File: config.mk
export PLATFORM = sky130hd
export DESIGN_NAME = pipe_slice_skid_flat
export DESIGN_NICKNAME = d
export VERILOG_FILES = /design/src/rtl/pipe_slice_skid_if.sv /design/src/rtl/pipe_slice_skid.sv /design/src/flat_wrapper.sv
export SDC_FILE = /design/constraint.sdc
export NUM_CORES = 1
export LEC_CHECK = 0
export ABC_AREA = 1
export BUFFER_PORTS_ARGS = -buffer_cell sky130_fd_sc_hd__buf_4
export CAP_MARGIN = 30
export CORE_AREA = 4 4 104 145
export DETAILED_ROUTE_END_ITERATION = 6
export DIE_AREA = 0 0 108 149
export RECOVER_POWER = 50
export SETUP_SLACK_MARGIN = 0.3
export SLEW_MARGIN = 20
export SYNTH_ARGS = -nofsm -noshare
export SYNTH_HDL_FRONTEND = slang
export SYNTH_SLANG_ARGS = --single-unit
File: constraint.sdc
create_clock -name Clk -period 1.8 [get_ports Clk]
set_input_delay 0.45 -clock Clk [delete_from_list [all_inputs] [get_ports Clk]]
set_output_delay 0.45 -clock Clk [all_outputs]
set_load 0.01 [all_outputs]
File: src/rtl/pipe_slice_skid_if.sv
// rtl/pipe_slice_skid_if.sv - upstream/downstream handshake bundle and occupancy for pipe_slice_skid
interface pipe_slice_skid_if #(
    parameter int WIDTH  = 32,
    parameter int STAGES = 2,
    parameter int CW     = $clog2(2*STAGES+1)
);
    logic             In_valid;
    logic [WIDTH-1:0] In_data;
    logic             In_ready;
    logic             Out_valid;
    logic [WIDTH-1:0] Out_data;
    logic             Out_ready;
    logic [CW-1:0]    Count;

    modport slave (
        input  In_valid, In_data, Out_ready,
        output In_ready, Out_valid, Out_data, Count
    );

    modport master (
        output In_valid, In_data, Out_ready,
        input  In_ready, Out_valid, Out_data, Count
    );
endinterface

File: src/rtl/pipe_slice_skid.sv
// rtl/pipe_slice_skid.sv - chain of STAGES registered valid/ready slices, each with a 2-entry skid buffer
module pipe_slice_skid #(
    parameter int WIDTH  = 32,
    parameter int STAGES = 2,
    parameter int CW     = $clog2(2*STAGES+1)
) (
    input  logic             Clk,
    input  logic             Clear_n,
    input  logic             Flush,
    pipe_slice_skid_if.slave bus
);
    // Bit 0 is the main register valid, bit 1 the skid register valid.
    typedef enum logic [1:0] {
        ST_EMPTY = 2'b00,
        ST_ONE   = 2'b01,
        ST_TWO   = 2'b11
    } slice_state_t;

    logic [STAGES:0]  w_valid;
    logic [STAGES:0]  w_ready;
    logic [WIDTH-1:0] w_data [STAGES+1];
    logic             w_in_xfer;
    logic             w_out_xfer;
    logic [CW-1:0]    r_count;

    assign w_valid[0]      = bus.In_valid;
    assign w_data[0]       = bus.In_data;
    assign w_ready[STAGES] = bus.Out_ready;

    for (genvar g = 0; g < STAGES; g++) begin : g_slice
        slice_state_t     r_state;
        slice_state_t     w_state_nxt;
        logic [WIDTH-1:0] r_main;
        logic [WIDTH-1:0] r_skid;
        logic [WIDTH-1:0] w_main_nxt;
        logic [WIDTH-1:0] w_skid_nxt;
        logic             r_ready;
        logic             w_in;
        logic             w_out;

        assign w_in  = w_valid[g] && r_ready;
        assign w_out = r_state[0] && w_ready[g+1];

        always_comb begin
            w_state_nxt = r_state;
            w_main_nxt  = r_main;
            w_skid_nxt  = r_skid;
            case (r_state)
                ST_EMPTY: begin
                    if (w_in) begin
                        w_state_nxt = ST_ONE;
                        w_main_nxt  = w_data[g];
                    end
                end
                ST_ONE: begin
                    if (w_in && w_out) begin
                        w_main_nxt = w_data[g];
                    end else if (w_in) begin
                        w_state_nxt = ST_TWO;
                        w_skid_nxt  = w_data[g];
                    end else if (w_out) begin
                        w_state_nxt = ST_EMPTY;
                    end
                end
                ST_TWO: begin
                    if (w_out) begin
                        w_state_nxt = ST_ONE;
                        w_main_nxt  = r_skid;
                    end
                end
                default: w_state_nxt = ST_EMPTY;
            endcase
            // Flush only drops valid bits; payload registers keep whatever they were loaded with.
            if (Flush) begin
                w_state_nxt = ST_EMPTY;
            end
        end

        always_ff @(posedge Clk or negedge Clear_n) begin
            if (!Clear_n) begin
                r_state <= ST_EMPTY;
                r_main  <= '0;
                r_skid  <= '0;
                r_ready <= 1'b0;
            end else begin
                r_state <= w_state_nxt;
                r_main  <= w_main_nxt;
                r_skid  <= w_skid_nxt;
                r_ready <= (w_state_nxt != ST_TWO);
            end
        end

        assign w_valid[g+1] = r_state[0];
        assign w_data[g+1]  = r_main;
        assign w_ready[g]   = r_ready;
    end

    assign w_in_xfer  = bus.In_valid && w_ready[0];
    assign w_out_xfer = w_valid[STAGES] && bus.Out_ready;

    always_ff @(posedge Clk or negedge Clear_n) begin
        if (!Clear_n) begin
            r_count <= '0;
        end else if (Flush) begin
            r_count <= '0;
        end else if (w_in_xfer && !w_out_xfer) begin
            r_count <= r_count + CW'(1);
        end else if (!w_in_xfer && w_out_xfer) begin
            r_count <= r_count - CW'(1);
        end
    end

    assign bus.In_ready  = w_ready[0];
    assign bus.Out_valid = w_valid[STAGES];
    assign bus.Out_data  = w_data[STAGES];
    assign bus.Count     = r_count;
endmodule

File: src/flat_wrapper.sv
// flat-port wrapper written by rule: the top's interface ports become plain ports
module pipe_slice_skid_flat 
#(
    parameter int WIDTH  = 32,
    parameter int STAGES = 2,
    parameter int CW     = $clog2(2*STAGES+1)
)
  (Clk, Clear_n, Flush, bus_In_valid, bus_In_data, bus_Out_ready, bus_In_ready, bus_Out_valid, bus_Out_data, bus_Count);
  pipe_slice_skid_if #(.WIDTH(WIDTH), .STAGES(STAGES), .CW(CW)) bus_i ();
  input  logic Clk;
  input  logic Clear_n;
  input  logic Flush;
  input wire logic [$bits(bus_i.In_valid)-1:0] bus_In_valid;
  input wire logic [$bits(bus_i.In_data)-1:0] bus_In_data;
  input wire logic [$bits(bus_i.Out_ready)-1:0] bus_Out_ready;
  output wire logic [$bits(bus_i.In_ready)-1:0] bus_In_ready;
  output wire logic [$bits(bus_i.Out_valid)-1:0] bus_Out_valid;
  output wire logic [$bits(bus_i.Out_data)-1:0] bus_Out_data;
  output wire logic [$bits(bus_i.Count)-1:0] bus_Count;
  assign bus_i.In_valid = bus_In_valid;
  assign bus_i.In_data = bus_In_data;
  assign bus_i.Out_ready = bus_Out_ready;
  assign bus_In_ready = bus_i.In_ready;
  assign bus_Out_valid = bus_i.Out_valid;
  assign bus_Out_data = bus_i.Out_data;
  assign bus_Count = bus_i.Count;
  pipe_slice_skid #(.WIDTH(WIDTH), .STAGES(STAGES), .CW(CW)) u_core (.Clk(Clk), .Clear_n(Clear_n), .Flush(Flush), .bus(bus_i));
endmodule
==> results.md, run 1 <==
* Number of antenna violations at the first check in global routing at 0
* Post-synthesis register bit count at 137
* Tot Pwr at roughly 8500 uW
* R2R cell count at 7
* CP dominant cell by count: nand2_1
* Setup Crit Path Kind: register to register
* Post-layout min period at 1.506 ns
* Final hold violations at 0
* Final Setup Violations at 0
* # nets final at 799
* # DRC at 0
* Final antenna diode count at 0
* Worst VDD drop at ~0.63 mV
* Crit-path max FO at 32
* Die footprint at between 15000 and 20000 sq um
* Clock skew at 0.006573 ns
* First-pass detailed-route iteration total at 4
* Starting Density at 44.04%
* Reg2Reg Setup Slack at 0.29 ns
* Placed inst area at 6763 sq um
* CTS H-tree depth at 4
* Slew HR at 59.15%
* Cell variety after synth at 22
* Post-Syn Nets at 715
* Mapped cell area at 6098 sq um
* Max-cap violations at 0
* Final RePlAce weighted congestion at approximately 0.73
* Fin. max-slew vios at 0
* I/O Buffers at 73
* Design area at 7635 sq um
* Worst Hold Class: input pin to register
* Layout cells sized above 1 at a little under a quarter
* Clk buf depth at 2
* Post-Synthesis Cells at 677
* Number of flops mapped to enable cells by yosys at 0
* Tightest Pin Transition at 0.6128 ns
* Dpl ws at -0.07085 ns
* Largest cells by area after synthesis: dfrtp_1 56%, nand2_1 9.1%, o21ai_0 4.9%
* Die height at 149 um
* Tcrit/Tclk final at 83.66%
* Register area share after synthesis at 56.22%
* CTS sink count at 137
* Post-Syn Area per Cell at 9.008 sq um
* Crit end category: register
* FILL cells at 1273
* Largest net degree at the start of global routing at 65
* Root buffer cell: clkbuf_16
* Detailed Place HPWL at 8302 um
* Worst Path Required at 2.13 ns
* Drt total wl at around 14000 um
* Fmax achieved at 0.6641 GHz
* Worst path depth at 7
* GRT Residual Overflow at 0
* Data arrival, critical path at between 1.5 and 2 ns
* PwrDens at approximately 1100 nW/um^2
* First DRT Iteration DRCs at approximately 310
* Worst Slack Setup Final at 0.2942 ns
* Floorplan row count at 51
* Cell family with the largest share of critical-path delay: buffers and inverters
* Number of I/O pins at 74
* Top FF cell, synth: dfrtp_1
* First-pass GRT wire length at roughly 23000 um
* Cts bufs inserted at 17
* Status: complete, no violations
* Leakage at 0.003666 uW
* Layout Cells excl Fill at 959
* WP buf/inv at 2
* Slowest stage cell, crit path: dfrtp_1
* Drt via density at approximately 4.9
* Placed insts at 906
* Async set or reset register ratio after synthesis at 100.0%
* Worst-path clk slew at 0.06 ns
* DR WL/cell at 14.59 um
* Yosys Warn Count at 0
* TritonCTS clock tree: yes
* Die width at 108 um
* Share of the synthesized area in the top cell type at 56.22%
* Critical path cell sequence: nand2_1 -> inv_1 -> nor2_4 -> nor2_8 -> buf_12 -> nand2_1 -> o21ai_1
* Unrepaired setup endpoints after global routing: true
* Synth top cells by count: 148 x nand2_1, 137 x dfrtp_1, 76 x inv_1
* Vias in the first global route at 4811
* Vias at 4723
* Hold path depth at 2
* WHS at 0.2867 ns
* CP startpoint kind: register
* Worst path max stage delay at around 0.38 ns
* Routed Antenna Nets at 0
* Worst-Skew Late Latency at 0.41 ns
* Area grow syn2layout at 25.19%
* Global-route usage over all layers at 18.79%
* Yosys top cell by area: dfrtp_1
* Core Footprint at 13850 sq um
* Count leader, synth: nand2_1
==> path summary, 6_finish.rpt <==
path,start,to
max,u_core.g_slice[0].r_state[1]$_DFF_PN0_,u_core.g_slice[0].r_main[17]$_DFFE_PN0P_
min,Flush,u_core.g_slice[0].r_state[0]$_DFF_PN0_
max reg2reg,u_core.g_slice[0].r_state[1]$_DFF_PN0_,u_core.g_slice[0].r_main[17]$_DFFE_PN0P_
min reg2reg,u_core.g_slice[1].r_skid[17]$_DFFE_PN0P_,u_core.g_slice[1].r_skid[17]$_DFFE_PN0P_
max in group asynchronous,Clear_n,u_core.g_slice[0].r_main[27]$_DFFE_PN0P_
min in group asynchronous,Clear_n,u_core.bus.Count[1]$_DFFE_PN0P_
==> metal layers <==
metal  global-route usage [%]  vias to the layer above  wire (um)
met4                    7.454                        0        292
met1                    23.39                     2274       5950
li1                         -                     2326          -
met5                        0                        -          0
met3                    4.331                       19        552
met2                    31.54                      104       7196
==> sequential cells by signal (all words and copies together) (netlist names) <==
signal                  flops
u_core.bus.Count            3
u_core.bus.In_ready         1
u_core.bus.Out_data        32
u_core.g_slice.r_main      32
u_core.g_slice.r_ready      1
u_core.g_slice.r_skid      64
u_core.g_slice.r_state      4
==> layout by cell type (no fill, tap or decap) <==
master | synthesis | layout
nand2_1 | 148 | 146
dfrtp_1 | 137 | 137
buf_4 | 4 | 82
inv_1 | 76 | 75
o21ai_0 | 60 | 65
nor2_1 | 60 | 57
o21ai_1 | 48 | 43
o21a_1 | 32 | 32
a21oi_2 | 28 | 30
a21oi_1 | 30 | 28
clkbuf_16 | 0 | 17
buf_12 | 0 | 11
nor2_4 | 4 | 8
nand3_1 | 7 | 7
clkbuf_8 | 0 | 6
nand2_2 | 2 | 4
clkinv_2 | 0 | 4
inv_2 | 2 | 3
nor2_2 | 1 | 3
clkbuf_1 | 6 | 3
nor2_8 | 2 | 2
bufinv_16 | 0 | 2
buf_6 | 9 | 2
nand2_4 | 1 | 1
nand4_1 | 1 | 1
fa_2 | 0 | 1
clkinvlp_4 | 0 | 1
dlygate4sd3_1 | 0 | 1
clkbuf_2 | 0 | 1
clkbuf_4 | 0 | 1
==> kinds of logic (layout without fill, tap and decap cells) <==
group	after synthesis	count (layout)	synth area share (%)
simple gates	226	229	15.37
compound gates	198	198	19.29
flops	137	137	56.22
buf+inv	115	209	8.802
fa+ha+maj	1	1	0.3283
==> per-stage QoR <==
| stage | setup TNS (ns) | util [%] |
|---|---|---|
| 2_1_floorplan | 0 | - |
| 3_3_place_gp | 0 | 48.84 |
| 3_5_place_dp | -0.8884 | 48.84 |
| 4_1_cts | 0 | 54.53 |
| 5_1_grt | 0 | 55.14 |
| 6_report | 0 | 55.14 |
==> repair_timing <==
item,CTS,global route
setup endpoints to repair,60,37
endpoints found under the hold margin,35,0
resized for setup,7,12
hold buffers,1,0
pin swaps,6,7
gates cloned,3,0
buffers inserted,9,8
==> final cells by class <==
| class | instances | area (sq um) | area share [%] |
|---|---|---|---|
| multi-input combinational | 428 | 2195 | 28.74 |
| timing repair buffer | 99 | 884.6 | 11.59 |
| clock buffer | 25 | 515.5 | 6.752 |
| sequential | 137 | 3428 | 44.90 |
| tap | 185 | 231.5 | 3.032 |
| clock inverter | 7 | 87.58 | 1.147 |
| inverter | 78 | 292.8 | 3.835 |
==> report_power, final <==
part	switching, uW	internal (uW)
Clock	1230	2250
Combinational	677	593
Sequential	211	3490
Total	2110	6340
Note: power is estimated with default switching activity, not from simulation.
==> run 2, diff against run 1 <==
--- a/config.mk
+++ b/config.mk
@@ -11,6 +11,7 @@
 export CORE_AREA = 4 4 104 145
 export DETAILED_ROUTE_END_ITERATION = 6
 export DIE_AREA = 0 0 108 149
+export PLACE_DENSITY = 0.66
 export RECOVER_POWER = 50
 export SETUP_SLACK_MARGIN = 0.3
 export SLEW_MARGIN = 20
==> constraint.sdc (replaced) <==
create_clock -name Clk -period 1.3 [get_ports Clk]
set_input_delay 0.325 -clock Clk [delete_from_list [all_inputs] [get_ports Clk]]
set_output_delay 0.325 -clock Clk [all_outputs]
set_load 0.01 [all_outputs]
==> results.md, run 2 (synthesized netlist as in run 1, its figures left out) <==
* CTS sink count at 137 (unchanged)
* Drt via density at 5.097 (+3.5%)
* Global-route usage over all layers at 19.64% (+0.84 points)
* Worst-path clk slew at 0.06 ns (about the same)
* Worst-Skew Late Latency at 0.41 ns (about the same)
* GRT Residual Overflow at 0 (unchanged)
* Final hold violations at 0 (unchanged)
* Tightest Pin Transition at 0.5790 ns (-0.03382 ns)
* Final antenna diode count at 0 (unchanged)
* Commonest cells after routing, fill and taps aside: 135 x dfrtp_1, 108 x nand2_1, 85 x buf_4
* Vias at 5255 (+11%)
* PwrDens at 1415 nW/um^2 (+28%)
* Slew HR at 61.40% (+2.3 points)
* Most flops, register: u_core.g_slice.r_skid
* Clk buf depth at 2 (unchanged)
* Detailed Place HPWL at 8742 um (+5.3%)
* Placed inst area at 7156 sq um (+5.8%)
* Crit end category: register
* Area grow syn2layout at 55.46%
* Most common cell after layout, fill and taps aside: dfrtp_1
* Final core area utilization at 68.46% (+13 points)
* TritonCTS clock tree: yes
* Leakage at 0.004415 uW (+20%)
* Cts bufs inserted at 17 (unchanged)
* Tot Pwr at 13410 uW (+59%)
* Data arrival, critical path at 1.77 ns (-0.07 ns)
* Die width at 108 um (unchanged)
* Worst Path Required at 1.63 ns (-0.50 ns)
* Tcrit/Tclk final at 110.0% (+26 points)
* Die height at 149 um (unchanged)
* Placed insts at 925 (+2.1%)
* Root buffer cell: clkbuf_16
* # nets final at 871 (+9.0%)
* Worst path max stage delay at 0.38 ns (about the same)
* Floorplan row count at 51 (unchanged)
* Fin. max-slew vios at 0 (unchanged)
* Status: complete, but fails checks
* Clock skew at 0.007711 ns (+0.001138 ns)
* Worst Slack Setup Final at -0.1303 ns (-0.4245 ns)
* Design area at 9480 sq um (+24%)
* Worst Hold Class: input pin to register
* Critical path cell sequence: nand2_2 -> nor2_1 -> buf_4 -> nor2_4 -> nor2_8 -> buf_12 -> clkbuf_16 -> o21ai_2
* CP startpoint kind: register
* Vias in the first global route at 5073 (+5.4%)
* Max-cap violations at 0 (unchanged)
* Largest net degree at the start of global routing at 49 (-25%)
* # DRC at 0 (unchanged)
* Number of antenna violations at the first check in global routing at 0 (unchanged)
* First DRT Iteration DRCs at 330 (+6.1%)
* Die footprint at 16090 sq um (unchanged)
* Dpl ws at -0.1173 ns (-0.04646 ns)
* CTS H-tree depth at 4 (unchanged)
* Routed Antenna Nets at 0 (unchanged)
* Post-layout min period at 1.430 ns (-0.07551 ns)
* Final RePlAce weighted congestion at 0.7844 (+7.5%)
* Crit-path max FO at 8 (-75%)
* Unrepaired setup endpoints after global routing: true
* Worst VDD drop at 0.8885 mV (+41%)
* Layout Cells excl Fill at 1031 (+7.5%)
* Violated checks: setup timing
* Starting Density at 44.04% (unchanged)
* First-pass GRT wire length at 24930 um (+6.5%)
* First-pass detailed-route iteration total at 4 (unchanged)
* I/O Buffers at 73 (unchanged)
* Max reg flops at 64 (unchanged)
* DR WL/cell at 17.60 um (+21%)
* Fmax achieved at 0.6991 GHz (+5.3%)
* FILL cells at 1008 (-21%)
* Slowest stage cell, crit path: dfrtp_1
* Core Footprint at 13850 sq um (unchanged)
* Layout cells sized above 1 at 43.74% (+21 points)
* Number of I/O pins at 74 (unchanged)
* Cell family with the largest share of critical-path delay: buffers and inverters
* Setup Crit Path Kind: register to register
* Final Setup Violations at 126 (+126)
* Drt total wl at 18150 um (+30%)
* WP buf/inv at 3 (+1)
## run 2: changes by cell type in the layout (fill, tap and decap cells not counted), sizes merged
| cell | delta |
|---|---|
| bufinv | +2 |
| buf | +64 |
| inv | +3 |
| bufbuf | +1 |
| clkinv | -1 |
| clkbuf | +4 |
| nor2 | -3 |
| clkinvlp | +2 |
## run 2: worst reg2reg max path: stages (launching register included)
cell	delay [ns]
dfrtp_1	0.38
nand2_2	0.11
nor2_1	0.05
buf_4	0.15
nor2_4	0.16
nor2_8	0.08
buf_12	0.14
clkbuf_16	0.17
o21ai_2	0.12
## run 2: timing repair
| action | 4_1_cts | 5_1_grt |
|---|---|---|
| pin swaps | 5 | 6 |
| cloned | 9 | 15 |
| setup buffers | 35 | 14 |
| gates resized for setup | 81 | 107 |
| endpoints found under the hold margin | 15 | 0 |
| setup endpoints to repair | 174 | 174 |
| hold buffers | 1 | 0 |
## run 2: routing by layer
layer  wire length (um)  global-route usage [%]  share of wire, %
met4                346                   5.812               1.9
met3                975                   5.024               5.4
met1               6820                   23.90                38
met2              10000                   34.18                55
met5                  0                       0                 0
## run 2: metrics by stage
stage / TNS [ns] / hold WS (ns)
floorplan: -0.1708 / 0.02941
global placement: -0.5401 / 0.1949
detailed placement: -2.169 / 0.1942
CTS: -3.625 / 0.1399
global route: -17.69 / 0.1465
finish: -9.113 / 0.1542
## run 2: where the power goes
group | internal (uW) | leakage (uW) | switching [uW]
registers | 4840 | 0.00160 | 458
logic | 1560 | 0.00251 | 1310
clock network | 3340 | 0.000307 | 1920
## run 2: layout make-up
| class | instances | area (sq um) | share of cell area (%) |
|---|---|---|---|
| clock buffers | 19 | 452.9 | 4.778 |
| clock inverters | 13 | 191.4 | 2.019 |
| repair buffers | 174 | 2095 | 22.09 |
| well taps | 185 | 231.5 | 2.442 |
| inverters | 78 | 295.3 | 3.115 |
| multi-input cells | 425 | 2784 | 29.37 |
| flip-flops and latches | 137 | 3431 | 36.19 |
## run 2: final timing paths
path / from / end / slack (ns) / cells after the start
min in group asynchronous: Clear_n / u_core.bus.Count[2]$_DFFE_PN0P_ / 0.44 / 2
worst max-delay path: u_core.bus.In_ready$_DFF_PN0_ / u_core.g_slice[0].r_main[14]$_DFFE_PN0P_ / -0.13 / 8
worst min register to register: u_core.g_slice[0].r_skid[26]$_DFFE_PN0P_ / u_core.g_slice[0].r_skid[26]$_DFFE_PN0P_ / 0.49 / 2
worst min-delay path: Flush / u_core.g_slice[1].r_state[0]$_DFF_PN0_ / 0.15 / 2
max in group asynchronous: Clear_n / u_core.g_slice[0].r_skid[6]$_DFFE_PN0P_ / 0.13 / 3
worst max register to register: u_core.bus.In_ready$_DFF_PN0_ / u_core.g_slice[0].r_main[14]$_DFFE_PN0P_ / -0.13 / 8
